[src/rtl/vqueue_fill_ctrl_pkg.sv]
// Shared definitions for the video queue write-side sequencer: FSM encoding,
// width helper and parameter-legality predicate.
package vqueue_fill_ctrl_pkg;

    typedef enum logic [1:0] {
        IDLE = 2'd0,
        REQ  = 2'd1,
        DATA = 2'd2
    } fill_state_t;

    // Bits needed to hold values 0..value-1; clog2(1) == 0.
    function automatic int clog2(input int value);
        int result;
        result = 0;
        for (int i = 0; i < 31; i++) begin
            if ((1 << i) < value) begin
                result = i + 1;
            end
        end
        return result;
    endfunction

    function automatic bit is_pow2(input int value);
        return (value > 0) && ((value & (value - 1)) == 0);
    endfunction

endpackage

[src/rtl/vqueue_sync2.sv]
// Generic two-flop synchroniser for level signals crossing into Clock's domain.
module vqueue_sync2 #(
    parameter int width = 1
) (
    input  logic             Clock,
    input  logic             Reset,
    input  logic [width-1:0] d,
    output logic [width-1:0] q
);

    logic [width-1:0] meta;

    always_ff @(posedge Clock or posedge Reset) begin
        if (Reset) begin
            meta <= '0;
            q    <= '0;
        end else begin
            meta <= d;
            q    <= meta;
        end
    end

endmodule

[src/rtl/vqueue_fill_ctrl.sv]
// Write-side sequencer for the video queue: fetches one frame in fixed bursts
// and pushes returned words into the FIFO while the FIFO reports low fill.
module vqueue_fill_ctrl
    import vqueue_fill_ctrl_pkg::*;
#(
    parameter int addr_width  = 22,
    parameter int burst_len   = 8,
    parameter int frame_words = 24576
) (
    input  logic                  Clock,
    input  logic                  Reset,
    input  logic                  Enable,
    input  logic                  FrameStart,
    input  logic [addr_width-1:0] BaseAddr,
    input  logic                  Refill,
    output logic                  ReqValid,
    output logic [addr_width-1:0] ReqAddr,
    input  logic                  ReqReady,
    input  logic                  RespValid,
    input  logic [31:0]           RespData,
    output logic                  WrEn,
    output logic [31:0]           Data,
    output logic                  Busy,
    output logic                  FrameDone,
    output logic                  Error
);

    localparam int beat_w = clog2(burst_len);
    localparam int word_w = clog2(frame_words + 1);

    localparam logic [beat_w-1:0] last_beat   = beat_w'(burst_len - 1);
    localparam logic [word_w-1:0] burst_step  = word_w'(burst_len);
    localparam logic [word_w-1:0] frame_total = word_w'(frame_words);

    generate
        if (burst_len < 2 || !is_pow2(burst_len)) begin : g_bad_burst_len
            $error("vqueue_fill_ctrl: burst_len must be a power of 2 and at least 2");
        end
        if (frame_words <= 0 || (frame_words % burst_len) != 0) begin : g_bad_frame_words
            $error("vqueue_fill_ctrl: frame_words must be a positive multiple of burst_len");
        end
    endgenerate

    fill_state_t           state;
    logic [word_w-1:0]     word_cnt;
    logic [beat_w-1:0]     beat_cnt;
    logic [addr_width-1:0] base;
    logic                  restart_pending;
    logic                  refill_s;
    logic [word_w-1:0]     word_cnt_next;

    vqueue_sync2 #(.width(1)) u_refill_sync (
        .Clock (Clock),
        .Reset (Reset),
        .d     (Refill),
        .q     (refill_s)
    );

    assign word_cnt_next = word_cnt + burst_step;

    // NOTE: every register below uses <= so all branches see pre-edge values.
    always_ff @(posedge Clock or posedge Reset) begin
        if (Reset) begin
            state           <= IDLE;
            word_cnt        <= '0;
            beat_cnt        <= '0;
            base            <= '0;
            restart_pending <= 1'b0;
            ReqValid        <= 1'b0;
            ReqAddr         <= '0;
            WrEn            <= 1'b0;
            Data            <= '0;
            Busy            <= 1'b0;
            FrameDone       <= 1'b0;
            Error           <= 1'b0;
        end else begin
            WrEn <= 1'b0;
            case (state)
                IDLE: begin
                    if (RespValid) begin
                        Error <= 1'b1;
                    end
                    if (FrameStart) begin
                        word_cnt        <= '0;
                        FrameDone       <= 1'b0;
                        base            <= BaseAddr;
                        restart_pending <= 1'b0;
                    end else if (Enable && refill_s && !FrameDone && !restart_pending) begin
                        state    <= REQ;
                        ReqValid <= 1'b1;
                        ReqAddr  <= base + addr_width'(word_cnt);
                        Busy     <= 1'b1;
                    end
                end

                REQ: begin
                    // Enable is ignored here: an issued request is never withdrawn.
                    if (RespValid) begin
                        Error <= 1'b1;
                    end
                    if (FrameStart) begin
                        restart_pending <= 1'b1;
                    end
                    if (ReqReady) begin
                        ReqValid <= 1'b0;
                        beat_cnt <= '0;
                        state    <= DATA;
                    end
                end

                DATA: begin
                    if (FrameStart) begin
                        restart_pending <= 1'b1;
                    end
                    if (RespValid) begin
                        WrEn     <= 1'b1;
                        Data     <= RespData;
                        beat_cnt <= beat_cnt + 1'b1;
                        if (beat_cnt == last_beat) begin
                            state <= IDLE;
                            Busy  <= 1'b0;
                            // A deferred restart lands on the IDLE entry edge and
                            // discards this burst's contribution to the frame count.
                            if (restart_pending || FrameStart) begin
                                word_cnt        <= '0;
                                FrameDone       <= 1'b0;
                                base            <= BaseAddr;
                                restart_pending <= 1'b0;
                            end else begin
                                word_cnt  <= word_cnt_next;
                                FrameDone <= (word_cnt_next == frame_total);
                            end
                        end
                    end
                end

                default: begin
                    state    <= IDLE;
                    ReqValid <= 1'b0;
                    Busy     <= 1'b0;
                end
            endcase
        end
    end

endmodule

[config.mk]
export PLATFORM = sky130hd
export DESIGN_NAME = vqueue_fill_ctrl
export DESIGN_NICKNAME = d
export VERILOG_FILES = /design/src/rtl/vqueue_fill_ctrl_pkg.sv /design/src/rtl/vqueue_sync2.sv /design/src/rtl/vqueue_fill_ctrl.sv
export SDC_FILE = /design/constraint.sdc
export NUM_CORES = 1
export LEC_CHECK = 0
export ABC_AREA = 1
export BUFFER_PORTS_ARGS = -buffer_cell sky130_fd_sc_hd__buf_4
export CAP_MARGIN = 25
export CORE_MARGIN = 2
export CORE_UTILIZATION = 58
export DETAILED_ROUTE_END_ITERATION = 10
export PLACE_DENSITY = 0.85
export RECOVER_POWER = 50
export SETUP_SLACK_MARGIN = 0.15
export SYNTH_ARGS = -nofsm -noshare
export SYNTH_HDL_FRONTEND = slang
export SYNTH_SLANG_ARGS = --single-unit
export TNS_END_PERCENT = 20
[constraint.sdc]
create_clock -name Clock -period 8 [get_ports Clock]
set_input_delay 1.6 -clock Clock [delete_from_list [all_inputs] [get_ports Clock]]
set_output_delay 1.6 -clock Clock [all_outputs]
set_load 0.005 [all_outputs]
==> reports/qor.csv <==
metric,value,unit
MaxCap Viol Count,1,
fin worst setup slack,3.722,ns
setup violators final,0,
FMAX,0.2337,GHz
Post-DP Area,5979,um^2
Die Ht,96.85,um
Final nets,804,
ys async rst share,100.0,%
failing checks,"capacitance limit, slew limit",
Post-Syn Instances,605,
final hold slack,0.3634,ns
Die ar.,9379,um^2
initial antenna violation count,0,
wire per inst,14.34,um
register area share after synthesis,50.55,%
post-DR vias/cell,5.344,
CTS sink cnt,101,
Max Buffers Root-to-Sink,2,
Sw Share,38.47,%
Crit-path slowest cell,clkinv_1,
Placed Cells,817,
Post-CTS Hold Buffers,0,
Netlist Area Pre-Place,5000,um^2
period utilization,53.48,%
initial DRC count,208,
number of synthesized flops with an enable pin,0,
H-tree levels,3,
first-pass GRT wire length,20500,um
largest net degree at the start of global routing,53,
Slew HR,-45.71,%
antenna cells,0,
clock-pin transition on the worst setup and hold timing paths,0.11,ns
CP endpoint kind,flip-flop,
Multi-input gate area,2202,um^2
Yosys reg bits,101,
count of final max-slew check failures,53,
Synth Warn #,0,
post_cts resized,0,
Pint,1.315,mW
worst path cell trace,clkbuf_1 -> nand2_1 -> clkbuf_1 -> clkinv_1 -> nand3_1 -> o21ai_0,
ys flop type,dfrtp_1,
power per cell area,345.5,nW/um^2
Worst setup SP type,input pin,
number of global-route vias before repair,4480,
Power Total,2.138,mW
"Req. time, crit path",8.26,ns
via count,4457,
Slew @ Worst Pin,2.174,ns
RSZ-0062 raised after global routing,no,
Initial Utilization,60.24,%
design area,6188,um^2
clock latency at the later pin of the worst-skew pair,0.38,ns
GP Congestion,0.9223,
Residual DRC,0,
register area,2527,um^2
Seq pwr share,40.1,%
grt total ovfl,0,
Setup Buffers After CTS,0,
Ports,120,
clock period minus worst slack,4.278,ns
Site Rows,33,
port bufs,119,
setup_tns,0,ns
Place WS,3.753,ns
Hold Fails Final Rpt,0,
critical path's most frequent cell,clkbuf_1,
post-route ant nets,0,
"count leader, synth",nand2_1,
Num CTS Buffers,9,
syn nets,685,
VDD IR max,0.1834,mV
Min-Delay Path Class,reg -> reg,
CTS Root Cell,clkbuf_8,
Psw,0.8226,mW
Finished Layout Cells,834,
combinational share of power,43.1,%
CTS tree,built,
Yosys top cell area share,50.55,%
Worst path max stage delay,1.21,ns
crit path max fanout,34,
leakage power,3.326,nW
status,finished with violations,
clock power share,16.8,%
"Data arrival, critical path",4.54,ns
GRT Resource Usage Total,26.53,%
synth top area cells,"dfrtp_1, nand2_1, ha_1",
Crit Path Class,in -> reg,
share of layout cells above drive strength 1,21.54,%
cell taking the most area after synthesis,dfrtp_1,
final core utilization,74.57,%
area grow syn2layout,23.77,%
total core area,8299,um^2
drt total wl,11960,um
most instantiated cells after synthesis,"nand2_1, dfrtp_1, inv_1",
Layout Skew,0.01495,ns
DP Wirelength,8580,um
Die Span X,96.85,um
final-layout fill cell count,614,
drt first pass iters,5,
Avg Inst Size Synth,8.264,um^2
synth unique cells,30,
## layout by cell type, fill, tap and decap left out, types with 2 or more instances in the layout
cell | Yosys | routed
mux2_4 | 10 | 10
inv_1 | 51 | 51
nor3_1 | 3 | 3
o22ai_1 | 5 | 5
xnor2_1 | 6 | 6
ha_1 | 19 | 19
nand3_1 | 32 | 32
clkbuf_4 | 0 | 36
a21oi_1 | 17 | 17
inv_8 | 0 | 3
clkbuf_1 | 11 | 4
clkinvlp_2 | 0 | 2
xor2_1 | 5 | 5
dfrtp_1 | 101 | 101
nand2_1 | 243 | 244
clkbuf_8 | 0 | 9
inv_6 | 0 | 2
nor2_2 | 3 | 3
mux2_2 | 7 | 7
nand3b_1 | 4 | 4
nand4_1 | 5 | 5
o21ai_0 | 20 | 27
buf_4 | 0 | 82
and2_1 | 3 | 3
nor2_1 | 41 | 41
## critical path: cells and delay by family
family	cells	cell delay, ns
buf+inv	3	2.34
simple gates	2	0.46
compound gates	1	0.11
## routing by layer
| metal | wire, um | part of all wire, % | GRT usage [%] |
|---|---|---|---|
| met4 | 387 | 3.2 | 9.751 |
| met2 | 5703 | 48 | 44.23 |
| met5 | 0 | 0 | 0 |
| met1 | 4924 | 41 | 33.03 |
| met3 | 943 | 7.9 | 7.514 |
## cells by family after synthesis
kind of cell	share of synthesized area [%]
adder cells (fa/ha/maj)	4.755
AND/OR/NAND/NOR	26.93
multiplexers	4.580
flip-flops	50.55
AO/OA/AOI/OAI	5.906
buffers and inverters	5.355
XOR/XNOR	1.927
## sequential cells by signal, summed over array words and instances, names as in the netlist
name / count
WrEn: 1
restart_pending: 1
FrameDone: 1
word_cnt: 12
ReqValid: 1
u_refill_sync.q: 1
Data: 32
ReqAddr: 22
Busy: 1
Error: 1
beat_cnt: 3
state: 2
base: 22
u_refill_sync.meta: 1
## power groups by stage
| stage | Clock [mW] | Sequential, mW | Combinational [mW] |
|---|---|---|---|
| after floorplan | 0 | 0.843 | 0.580 |
| after global placement | 0 | 0.855 | 0.895 |
| after detailed placement | 0 | 0.862 | 0.934 |
| after CTS | 0.363 | 0.858 | 0.941 |
| after global routing | 0.385 | 0.883 | 1.04 |
| final | 0.359 | 0.858 | 0.921 |
## worst paths after layout
path                       slack, ns  cells past startpoint         endpoint               start
max                             3.72                      6      beat_cnt[2]           RespValid
min                             0.36                      0  u_refill_sync.q  u_refill_sync.meta
max reg2reg                     4.27                      7      beat_cnt[2]            state[0]
min reg2reg                     0.36                      0  u_refill_sync.q  u_refill_sync.meta
max in group asynchronous       4.78                      3      word_cnt[6]               Reset
min in group asynchronous       1.79                      2          base[2]               Reset
## final cells by class
type	instances	share of cell area, %
timing repair buffer	122	14.56
inverter	54	3.316
clock inverter	7	1.577
multi-input combinational	436	35.58
sequential	101	40.84
clock buffer	9	2.002
tap	105	2.123
(Power assumes the default switching activity.)
